$ cat config.mk
export PLATFORM = sky130hd
export DESIGN_NAME = winograd_tile_buffer
export DESIGN_NICKNAME = d
export VERILOG_FILES = /design/src/rtl/winograd_tile_buffer.sv
export SDC_FILE = /design/constraint.sdc
export NUM_CORES = 1
export LEC_CHECK = 0
export ABC_AREA = 1
export CAP_MARGIN = 40
export CELL_PAD_IN_SITES_DETAIL_PLACEMENT = 2
export CELL_PAD_IN_SITES_GLOBAL_PLACEMENT = 2
export CORE_MARGIN = 1.5
export CORE_UTILIZATION = 32
export DETAILED_ROUTE_END_ITERATION = 16
export PLACE_DENSITY_LB_ADDON = 0.1
export SYNTH_ARGS = -nofsm -noshare
export SYNTH_HDL_FRONTEND = slang
export SYNTH_SLANG_ARGS = --single-unit
$ cat constraint.sdc
create_clock -name clk -period 2.7 [get_ports clk]
set_clock_uncertainty 0.1 [all_clocks]
set_input_delay 0.675 -clock clk [delete_from_list [all_inputs] [get_ports clk]]
set_output_delay 0.675 -clock clk [all_outputs]
set_load 0.02 [all_outputs]
$ cat src/rtl/winograd_tile_buffer.sv
// Four-row circular line buffer that turns a row-major 8-bit pixel stream into
// overlapping 4x4 stride-2 tiles for a winograd F(2x2,3x3) stage. Optional macro: TILE_STATS_EN.
module winograd_tile_buffer #(
  parameter int IMG_W = 8,
  parameter int IMG_H = 8
) (
  input  logic         clk,
  input  logic         rst,
  input  logic [7:0]   pix_i,
  input  logic         pix_valid_i,
  input  logic         pix_sof_i,
  output logic         pix_ready_o,
  output logic [127:0] tile_o,
  output logic         tile_valid_o,
  input  logic         tile_ready_i,
  output logic [7:0]   tile_row_o,
  output logic [7:0]   tile_col_o,
`ifdef TILE_STATS_EN
  output logic [15:0]  tile_count_o,
`endif
  output logic         frame_done_o
);

  localparam int NB = (IMG_H - 2) / 2;
  localparam int NT = (IMG_W - 2) / 2;
  localparam int BW = (NB > 1) ? $clog2(NB) : 1;
  localparam int TW = (NT > 1) ? $clog2(NT) : 1;
  localparam int CW = $clog2(IMG_W);
  localparam int RW = $clog2(IMG_H);

  // Handshakes: a pixel moves when pix_valid_i & pix_ready_o at a rising edge,
  // a tile moves when tile_valid_o & tile_ready_i; payloads hold until accepted.
  typedef enum logic {FILL, EMIT} state_t;
  state_t state;

  logic [7:0]    mem [4][IMG_W];
  logic [RW-1:0] wr_row;
  logic [CW-1:0] wr_col;
  logic [BW-1:0] band;
  logic [TW-1:0] tcol;
  logic [127:0]  tile_q;
  logic          tile_valid_q;

  logic          accept, resync, fill_done, hs, last_col, last_band;
  logic [1:0]    w_slot;
  logic [CW-1:0] w_col;
  logic [TW-1:0] ld_col;
  logic [127:0]  gather;
  logic [1:0]    g_slot;
  logic [CW-1:0] g_col;
  logic [7:0]    g_pix;

  assign pix_ready_o  = (state == FILL) && !rst;
  assign accept       = pix_valid_i && pix_ready_o;
  assign resync       = accept && pix_sof_i && ((wr_row != '0) || (wr_col != '0));
  assign w_slot       = resync ? 2'd0 : wr_row[1:0];
  assign w_col        = resync ? '0 : wr_col;
  assign fill_done    = accept && !resync && (int'(wr_col) == IMG_W - 1)
                        && (int'(wr_row) == 2 * int'(band) + 3);
  assign hs           = tile_valid_q && tile_ready_i;
  assign last_col     = (int'(tcol) == NT - 1);
  assign last_band    = (int'(band) == NB - 1);
  assign frame_done_o = hs && last_col && last_band;
  assign tile_o       = tile_q;
  assign tile_valid_o = tile_valid_q;
  assign ld_col       = (state == FILL) ? '0 : tcol + 1'b1;

  // The pixel written this cycle is forwarded so the first tile can load on
  // the same edge that completes the band.
  always_comb begin
    gather = '0;
    g_slot = '0;
    g_col  = '0;
    g_pix  = '0;
    for (int i = 0; i < 4; i++) begin
      for (int j = 0; j < 4; j++) begin
        g_slot = 2'(2 * int'(band) + i);
        g_col  = CW'(2 * int'(ld_col) + j);
        g_pix  = mem[g_slot][g_col];
        if (accept && (g_slot == w_slot) && (g_col == w_col)) g_pix = pix_i;
        gather[8*(4*i+j) +: 8] = g_pix;
      end
    end
  end

  always_ff @(posedge clk) begin
    if (accept) mem[w_slot][w_col] <= pix_i;
  end

  always_ff @(posedge clk) begin
    if (rst) begin
      state        <= FILL;
      wr_row       <= '0;
      wr_col       <= '0;
      band         <= '0;
      tcol         <= '0;
      tile_q       <= '0;
      tile_valid_q <= 1'b0;
      tile_row_o   <= '0;
      tile_col_o   <= '0;
    end else begin
      case (state)
        FILL: begin
          if (resync) begin
            wr_row <= '0;
            wr_col <= CW'(1);
            band   <= '0;
          end else if (accept) begin
            if (int'(wr_col) == IMG_W - 1) begin
              wr_col <= '0;
              wr_row <= (int'(wr_row) == IMG_H - 1) ? '0 : wr_row + 1'b1;
            end else begin
              wr_col <= wr_col + 1'b1;
            end
          end
          if (fill_done) begin
            state        <= EMIT;
            tile_valid_q <= 1'b1;
            tile_q       <= gather;
            tcol         <= '0;
            tile_row_o   <= 8'(band);
            tile_col_o   <= '0;
          end
        end
        EMIT: begin
          if (hs) begin
            if (!last_col) begin
              tcol       <= tcol + 1'b1;
              tile_q     <= gather;
              tile_col_o <= 8'(ld_col);
            end else begin
              tile_valid_q <= 1'b0;
              tcol         <= '0;
              state        <= FILL;
              band         <= last_band ? '0 : band + 1'b1;
            end
          end
        end
        default: state <= FILL;
      endcase
    end
  end

`ifdef TILE_STATS_EN
  always_ff @(posedge clk) begin
    if (rst) tile_count_o <= '0;
    else if (hs) tile_count_o <= tile_count_o + 16'd1;
  end
`endif

endmodule

# Word level (Yosys, flattened, before mapping)
# Memories as Yosys holds them, arrays and structs flattened. A register that Yosys moved wholly into a read port is not among the register bits.
# Cells that the tools add are included.
[word_totals]
ff_bits = 150
latchBits = 0
mem_bits_rw = 256
romBits = 0
input_bits = 13
output_inout_bits = 147
elab_cells = 200
n_memories = 1
[classes]
n_addsub = 10
multipliers = 0
n_div = 0
magnitude_cmp = 6
eq_ne = 18
n_shift = 0
n_mux = 105
bitwise_logic = 6
reduce_logical = 45
[mem_list]
columns = ["memory", "words", "width", "rd", "rd_ports_with_merged_regs", "wr", "line", "rtl"]
rows = [
  ["mem", 4, 64, 4, 1, 1, "36", "logic [7:0] mem [4][IMG_W];"],
]
[op_table]
columns = ["operator", "n"]
rows = [
  ["$mux W8", 52],
  ["$bmux W8 S3", 16],
  ["$mux W128", 3],
  ["$pmux W128 S2", 1],
  ["$mux W64", 1],
  ["$eq A4 B32 Y1", 1],
  ["$logic_and A1 B1 Y1", 31],
  ["$demux W8 S3", 1],
  ["$mux W3", 8],
  ["$mux W2", 11],
  ["$ge A4 B4 Y1 const B", 5],
  ["$not A3 Y4", 5],
  ["$pmux W8 S2", 1],
  ["$eq A3 B3 Y1", 4],
  ["$reduce_and A3 Y1", 4],
  ["$add A3 B1 Y3 const B", 3],
  ["$eq A2 B2 Y1", 4],
  ["$pmux W2 S2", 2],
  ["$mux W1", 7],
  ["$add A2 B1 Y2 const B", 3],
  ["$add A3 B2 Y3 const B", 2],
  ["$eq A3 B1 Y1 const B", 2],
  ["$ne A2 B2 Y1 const B", 3],
  ["$reduce_and A2 Y1", 3],
  ["other kinds (11)", 17],
]

# Logic depth before layout (Yosys ltp)
[depth]
ltp_word = 13
mapped_depth = 18
depth_no_buf = 15

# Worst setup path before layout
# No wires, ideal clock.
[synth_timing]
path_kind = "register -> register"
startpoint = "reg band[0]"
endpoint = "reg tile_q[87], in the netlist tile_o[87]"
setup_time_ns = 0.114
t_arrival_ns = 2.645
setup_slack_ns = -0.158
path_stages_with_launch = 16
cell_sequence = "dfxtp_1 buf_2 inv_1 clkbuf_1 clkbuf_1 ha_1 xor2_1 nor3_1 nand2_2 nand2_1 nand2_2 buf_6 buf_6 buf_4 a21oi_1 nor2_1"
[synth_between]
elab_chain_cells = 9
word_cells_on_any_way = 18
classes_between = "add/sub: 2; eq/ne: 3; mux: 8; reduce/logical: 4; memory: 1"
[synth_lines]
columns = ["item", "line", "rtl"]
rows = [
  ["from (decl)", "39", "logic [BW-1:0] band;"],
  ["from (signal assigned)", "135", "band <= last_band ? '0 : band + 1'b1;"],
  ["$add A2 B2 Y2", "77", "g_slot = 2'(2 * int'(band) + i);"],
  ["$mem_v2 Z4 W64", "n/a", ""],
  ["$bmux W8 S3", "79", "g_pix = mem[g_slot][g_col];"],
  ["$mux W8 (not written as such) (2 in a row)", "79", ""],
  ["$mux W8", "80", "if (accept && (g_slot == w_slot) && (g_col == w_col)) g_pix = pix_i;"],
  ["$mux W128", "127", "if (!last_col) begin"],
  ["$mux W128", "126", "if (hs) begin"],
  ["$pmux W128 S2", "102", "case (state)"],
  ["to (signal assigned)", "119", "tile_q <= gather;"],
  ["to (signal assigned)", "129", "tile_q <= gather;"],
  ["to (decl)", "41", "logic [127:0] tile_q;"],
]
# Several ways; a longest one is shown, not always the timed one. The select of a mux whose other input is x is not followed.
# A chain may end at the register's enable or synchronous reset.

# Final worst setup path
[layout_timing]
startpoint = "reg tcol[0]"
endpoint = "out frame_done_o"
[layout_between]
elab_chain_cells = 3
[layout_lines]
columns = ["item", "line", "rtl"]
rows = [
  ["from (decl)", "40", "logic [TW-1:0] tcol;"],
  ["from (signal assigned)", "128", "tcol <= tcol + 1'b1;"],
  ["$eq A2 B2 Y1", "61", "assign last_col = (int'(tcol) == NT - 1);"],
  ["$logic_and A1 B1 Y1 (2 in a row)", "63", "assign frame_done_o = hs && last_col && last_band;"],
  ["to (decl)", "21", "output logic frame_done_o"],
]
# Every way passes these cells.

==> metrics <==
status finished clean; DP Cell Count 3688; Synth area leaders edfxtp_1 (37%), nand2_1 (17%), dfxtp_1 (14%); Syn-to-layout area delta 25.4%; Setup Viol. Count Final 0; EDFF count, synth 256; RD Place Congestion 0.837; antenna violations before repair 3; CP Data Required Time 1920 ps; Synth Register Bits 401; FMAX 384 MHz; crit-path cells inv_2, buf_4, ha_1, inv_1, nor3b_2, buf_4; RSZ-0062 raised after global routing no; Ys Warns 0; fin nets 2910; crit path max fanout 3; Avg Cell Area, Syn 7.78 sq um; XOR/XNOR Fraction of Synth Area 0.0841%; Row Count 93; Synth top area share 36.9%; Rel. slew slack 46.1%; TritonCTS Buffers 49; flop2flop setup slack 130 ps; Post-Layout Inst Area 26100 sq um; Congestion Overflow GR 0; crit path launch type flop; Initial Util 32.3%; fraction of layout cells with a size suffix above 1 11.3%; CP dominant cell by count buf_4; Iter 0 DRT Violations 1444; CTS Buffer Depth 3; CTS tree built; # diodes 0; multiplexer share of the synthesized area 1.15%; H-tree levels 2; antenna-violating nets left 0; leading area contributor after synthesis edfxtp_1; Compound-Gate Fraction of Synth Area 14.6%; Seq/Total Area, Yosys 50.8%; Max Cap Viol 0; vias in the first global route 21250; Overall Global Routing Usage 27.5%; Pre-antenna DRT Iters 6; leak pwr 10.9 nW; CTS Root Cell clkbuf_16; Slowest cell on crit path dfxtp_1; Final Total Pwr 14.0 mW; area of the core 64500 sq um; Clock transition at path regs 60 ps; Arr. time, crit path 1830 ps; element type at the critical path end primary output; routed wire length 91.8 mm; Worst-Skew Late Latency 610 ps; area share of fa/ha/maj cells after synthesis 0.781%; Area after DPL 24400 sq um; max-slew violations 0; largest family of logic cells by synthesized area simple AND/OR/NAND/NOR gates; Ports 160; Port-buffer cells 147; post-synthesis instance area 20800 sq um; min-delay worst type reg2reg; Pwr Density 535 nW/um^2; wire length per cell 24.3 um; synth cell count leaders nand2_1 (941), inv_1 (273), edfxtp_1 (256), o21ai_0 (256), a21oi_1 (201); Die Wd 258 um; slowest cell delay on critical path 320 ps; pin count of the biggest net entering global routing 156; ys flop type edfxtp_1; via count 19835; die height 258 um; Post-synth ARST share 0%; VDD IR max 0.432 mV; worst-margin pin slew 800 ps; DRC Markers 0; HPWL after DPL 64.2 mm; simple-gate portion of the synthesized area 23.7%; final hold viol count 0; post-route insts no fill 3778; period utilisation layout 96.4%; critical path class reg2out; fin crit period 2600 ps; Vias per Instance 5.25; die area 66700 sq um; # clock sinks 401; number of library cell types mapped by synthesis 34; Hold-fix buffers, CTS 0; first-pass GRT wire length 137 mm; Post-Syn Instances 2678; cell with the most instances after synthesis nand2_1
## area by class of cell
type                    instances  area (sq um)
clock inverters                25           312
multi-input cells            1832          8550
repair buffers                317          3170
inverters                     283          1070
flip-flops and latches        401         10600
fillers                      7244         38300
well taps                     855          1070
clock buffers                  65          1370
## placed cells by master, fill, tap and decap left out, types with 6 or more instances in the layout
cell type,n
clkbuf_16,51
o21ai_0,256
a21oi_1,197
clkinv_2,10
mux2i_1,24
inv_1,272
ha_1,12
o211ai_1,28
nand2_1,931
o2111ai_1,16
buf_12,34
nand3_1,150
nor2_1,79
clkdlybuf4s50_1,144
dfxtp_1,142
or2_2,34
o221ai_1,6
nand2_2,13
bufinv_16,7
o22ai_1,17
conb_1,12
clkbuf_1,10
edfxtp_1,256
buf_4,136
inv_2,7
a22oi_1,26
## report_power, final
part	total [mW]	leakage [nW]	switching (mW)	internal, mW
registers	6.53	3.47	0.00481	6.52
clock network	7.04	0.811	2.82	4.22
logic	0.412	6.60	0.294	0.117
total	14.0	10.9	3.12	10.9
## kinds of logic after synthesis
kind of cell / after synthesis
AOI/OAI and AO/OA: 556
xor gates and xnor gates: 2
adders and majority gates: 13
buffers and inverters: 456
DFF: 401
muxes: 24
other: 1
and+or+nand+nor: 1225
## critical path, delay by kind of cell, from the launching register on
kind                       cells  cell delay, ps
buffers and inverters          4             490
and+or+nand+nor                1             260
DFF                            1             320
adders and majority gates      1             160
## stage by stage
| step | utilization [%] | setup TNS [ps] | worst slack (ps) | hold WS, ps |
|---|---|---|---|---|
| 3_3_place_gp | 37.8 | -110230 | -621 | 360 |
| 4_1_cts | 40.5 | -128 | -69.4 | 389 |
| 6_report | 40.5 | 0 | 96.7 | 377 |
| 3_5_place_dp | 37.8 | -127260 | -538 | 380 |
| 5_1_grt | 40.5 | 0 | 2.05 | 404 |
| 2_1_floorplan | - | -8390 | -66.4 | 356 |
## path summary, 6_finish.rpt
path / endpoint / start / cells after the start
setup / recovery: frame_done_o / tcol[0]$_SDFFE_PP0P_ / 6
hold / removal: tcol[1]$_SDFFE_PP0P_ / tcol[1]$_SDFFE_PP0P_ / 2
setup reg to reg: tile_o[88]$_SDFFE_PP0P_ / tcol[1]$_SDFFE_PP0P_ / 15
hold reg to reg: tcol[1]$_SDFFE_PP0P_ / tcol[1]$_SDFFE_PP0P_ / 2
## state kept, by name (all words and copies together) (netlist names), named ones only
register / cells
band: 2
mem: 256
state: 1
tcol: 2
tile_col_o: 2
tile_o: 128
tile_row_o: 2
tile_valid_o: 1
wr_col: 3
wr_row: 3
## routing by layer
layer / wire length (um) / share of wire, % / global-route usage, % / vias up
li1: - / - / - / 9180
met1: 42700 / 47 / 39.2 / 10033
met2: 42100 / 46 / 44.2 / 494
met3: 4990 / 5.4 / 3.54 / 128
met4: 2080 / 2.3 / 6.76 / 0
met5: 0 / 0 / 0 / -
## repair_timing
action | CTS | global route
buffers inserted | 0 | 0
gates cloned | 0 | 0
gates resized for setup | 19 | 15
endpoints found under the setup margin | 59 | 70
pin swaps | 0 | 3
No activity file was read; power rests on OpenSTA's default activity.
==> RTL change 1: new RTL, config.mk and constraints unchanged <==
`IMG_H`: 8 -> 4.
--- a/src/rtl/winograd_tile_buffer.sv
+++ b/src/rtl/winograd_tile_buffer.sv
@@ -2,7 +2,7 @@
 // overlapping 4x4 stride-2 tiles for a winograd F(2x2,3x3) stage. Optional macro: TILE_STATS_EN.
 module winograd_tile_buffer #(
   parameter int IMG_W = 8,
-  parameter int IMG_H = 8
+  parameter int IMG_H = 4
 ) (
   input  logic         clk,
   input  logic         rst,
Check against the original RTL: not settled (the Yosys comparison gave no result); the edit may change what the design does.
==> RTL change 1 against the original RTL <==
First-iteration DRC count down 45%; sequential share of layout area up 1.9 points; setup slack better by 37 ps; sequential cell count down 6; wire length down 21%; cell area down 5.7%; total power down 1.8%; synthesized area down 5.7%; critical path type unchanged.
==> RTL change 1: results (changes against the original RTL) <==
ir_worst_vdd_uv: 441  # +1.9%
drive_above_1_share_pct: 13.0  # +1.8 points
vias: 17505  # -12%
ys_types: 33  # -2.9%
yosys-top-cells-area: "edfxtp_1 39%, dfxtp_1 14%, nand2_1 8.2%"
grt_max_degree: 129  # -17%
ys_seq_area_share_pct: 53.3  # +2.5 points
relSlewSlack_pct: 50.2  # +4.1 points
hpwl_um: 46700  # -27%
grt_pass1_wl_um: 112000  # -18%
drt-vias-per-instance: 5.26  # +0.22%
ys_top_cells_by_count: "428 x nand2_1, 388 x inv_1, 314 x nand3_1"
slowest_delay_ps: 340  # +20 ps
yosys_warnings: 0  # unchanged
drt_iter0_markers: 789  # -45%
placed_cells: 3239  # -12%
gp_congestion: 0.789  # -5.8%
layout.nets: 2529  # -13%
drtPass1Iterations: 7  # +1
status: "finished clean"
n_fill_cell: 6643  # -8.3%
worst-path-max-fanout: 4  # +1
cp_slowest_cell: "dfxtp_2"
power.leakage_nw: 9.81  # -9.9%
cts_inserted_buffers: 48  # -2.0%
grt_pass1_vias: 19021  # -10%
grt_antenna_before_repair: 0  # -3
cp.arrival_ps: 1790  # -40 ps
wirelength_um: 72700  # -21%
-- RTL change 1: cell count changes after synthesis, moves of 26 or more --
cell / change
o22ai_1: +59
nand3_1: +163
o211ai_1: +92
a22oi_1: -26
inv_1: +115
nand2_1: -513
nor2_1: -48
o21ai_0: -201
or2_2: -30
nand4_1: +41
-- RTL change 1: final cells by class --
class	instances	share of cell area [%]
Clock inverter	34	1.49
Clock buffer	53	5.04
Timing Repair Buffer	326	13.0
Inverter	401	6.13
Sequential cell	395	42.5
Tap cell	782	3.97
Multi-Input combinational cell	1336	27.8
-- RTL change 1: power breakdown --
part / leakage, nW / internal, W / total (W) / switching [W]
registers: 3.42 / 0.00644 / 0.00644 / 0.00000707
logic: 5.61 / 0.000166 / 0.000554 / 0.000388
clock network: 0.778 / 0.00399 / 0.00673 / 0.00274
-- RTL change 1: logic make-up after synthesis --
logic type / count (synthesis) / share of synthesized area [%]
buffers and inverters: 574 / 12.2
adder cells (fa/ha/maj): 8 / 0.510
other: 1 / 0.0191
flip-flops: 395 / 53.3
AO/OA/AOI/OAI: 456 / 13.8
AND/OR/NAND/NOR: 858 / 20.2
-- RTL change 1: stage by stage --
stage	area, um2	setup WS, ps
after floorplan	19700	0.0819
after global routing	24600	5.79
after CTS	24600	21.9
after detailed placement	23000	-361
final	24600	133
after global placement	23000	-335
-- RTL change 1: metal layers --
metal	share of wire, %	global-route usage [%]	vias up
met1	44	28.9	8999
met5	0	0	-
met3	3.0	3.04	104
li1	-	-	8122
met4	2.4	6.51	0
met2	51	41.3	280
-- RTL change 1: worst paths after layout --
path,cells past startpoint,startpoint,slack (ps),to
worst max-delay path,6,tcol[0],130,frame_done_o
worst min-delay path,2,tile_col_o[0],390,tile_col_o[0]
worst max register to register,12,wr_row[1],160,mem[3][43]
worst min register to register,2,tile_col_o[0],390,tile_col_o[0]
-- RTL change 1: repair_timing --
item                       in CTS  in global routing
setup buffers                   0                  1
resized for setup               6                  6
setup endpoints to repair       2                172
pin swaps                       0                  1
-- RTL change 1: critical path, delay by kind of cell, from the launching register on --
family | cells | cell delay [ps]
and+or+nand+nor | 1 | 180
adders and majority gates | 1 | 220
DFF | 1 | 340
buffers and inverters | 4 | 460
==> RTL change 2: new RTL, same settings <==
Without the edit above. Add a define of `TILE_STATS_EN`.
--- a/src/rtl/winograd_tile_buffer.sv
+++ b/src/rtl/winograd_tile_buffer.sv
@@ -1,5 +1,7 @@
 // Four-row circular line buffer that turns a row-major 8-bit pixel stream into
 // overlapping 4x4 stride-2 tiles for a winograd F(2x2,3x3) stage. Optional macro: TILE_STATS_EN.
+`define TILE_STATS_EN
+
 module winograd_tile_buffer #(
   parameter int IMG_W = 8,
   parameter int IMG_H = 8
New outputs: tile_count_o. Function: not settled (the Yosys comparison gave no result); the edit may change what the design does.
==> RTL change 2 against the original RTL <==
Global-route usage is 2.5 points lower; sequential share of layout area shrank 0.55 points; count of clock-buffer cells in the layout rose by 5; wire length down 4.6%; setup slack worse by 24 ps; sequential power rose by 3.7%; total power rose by 5.2%; synthesized area up 3.8%; cell area is 4.5% higher; sequential cell count grew 16; critical path type unchanged.
==> RTL change 2: results (changes against the original RTL) <==
status: "finished clean"
vias: 19601  # -1.2%
use_met1_pct: 35.0  # -4.2 points
cts_inserted_buffers: 52  # +6.1%
relSlewSlack_pct: 50.6  # +4.5 points
hpwl_um: 64000  # -0.40%
dr_wl_met2_um: 40100  # -4.6%
layout.nets: 2838  # -2.5%
drive_above_1_share_pct: 12.5  # +1.2 points
ys_types: 35  # +2.9%
wirelength_um: 87600  # -4.6%
drtPass1Iterations: 5  # -1
r2r-end: "mem[2][37]"
gp_congestion: 0.872  # +4.2%
dp_slack_ps: -602  # -64.0 ps
drt_iter0_markers: 1171  # -19%
grt_max_degree: 95  # -39%
power.leakage_nw: 10.8  # -0.84%
yosys-top-cells-area: "edfxtp_1 36%, dfxtp_1 15%, nand2_1 14%"
reg2reg_depth: 13  # -2
synth-xor-area-share_pct: 0.121  # +0.037 points
ys_top_cells_by_count: "787 x nand2_1, 256 x edfxtp_1, 225 x o21ai_0"
dr_wl_met3_um: 4890  # -1.9%
worst_hold_startpoint: "tile_count_o[6]"
reg2reg_setup_slack_ps: 190  # +60 ps
use_met2_pct: 40.2  # -3.9 points
holdPathEnd: "tile_count_o[6]"
grt_use_total_pct: 25.0  # -2.5 points
top_layer_used: "met5"
ys_seq_area_share_pct: 50.4  # -0.40 points
cp_slowest_cell: "clkdlybuf4s50_1"
grt_pass1_vias: 20838  # -1.9%
io_buffers: 163  # +11%
worst-path-max-fanout: 2  # -1
synth-compound-area-share_pct: 11.9  # -2.7 points
slowest_delay_ps: 700  # +380 ps
r2r-start: "wr_row[0]"
-- RTL change 2: final cells by class --
class,count,area [um2]
fill,7397,39700
clock inverter,28,358
clock buffer,70,1490
tap,873,1090
antenna,3,7.51
sequential,417,10900
inverter,84,328
multi-input combinational,1897,9620
timing repair buffer,359,3490
-- RTL change 2: timing repair --
action	4_1_cts	5_1_grt
gates resized for setup	7	14
buffers inserted	0	0
pin swaps	0	1
setup endpoints to repair	9	139
-- RTL change 2: stage by stage --
| stage | std cells | area [um2] | hold slack [ps] | TNS, ps |
|---|---|---|---|---|
| 2_1_floorplan | 2583 | 21700 | 372 | 0 |
| 3_3_place_gp | 3630 | 25400 | 370 | -132200 |
| 3_5_place_dp | 3630 | 25400 | 394 | -154830 |
| 4_1_cts | 3728 | 27300 | 407 | 0 |
| 5_1_grt | 3728 | 27300 | 438 | 0 |
| 6_report | 3731 | 27300 | 398 | 0 |
-- RTL change 2: cell families (layout without fill, tap and decap cells) --
logic type      Yosys count  count (layout)
buf+inv                 269             541
simple gates           1187            1187
compound gates          496             496
xor+xnor                  3               3
fa+ha+maj                14              14
flops                   417             417
mux                     185             185
other cells               1              15
-- RTL change 2: power by group --
group,internal [W],switching [W],total [W]
logic,0.000120,0.000300,0.000421
clock network,0.00464,0.00288,0.00751
registers,0.00676,0.00000996,0.00677
total,0.0115,0.00319,0.0147
-- RTL change 2: worst max-delay path by stage --
stage,start,end,slack (ps),depth (start not counted)
detailed placement,pix_valid_i,tile_o[104],-600,15
global placement,pix_valid_i,tile_o[104],-520,15
floorplan,rst,mem[3][10],120,10
global route,wr_col[0],tile_o[55],20,16
finish,tile_o[87],tile_o[87],70,1
CTS,wr_row[0],mem[2][32],10,13
-- RTL change 2: tightest hold or removal path: stages, from the launching register on --
cell and delay (ps):
dfxtp_1 330, inv_1 70, a21oi_1 50
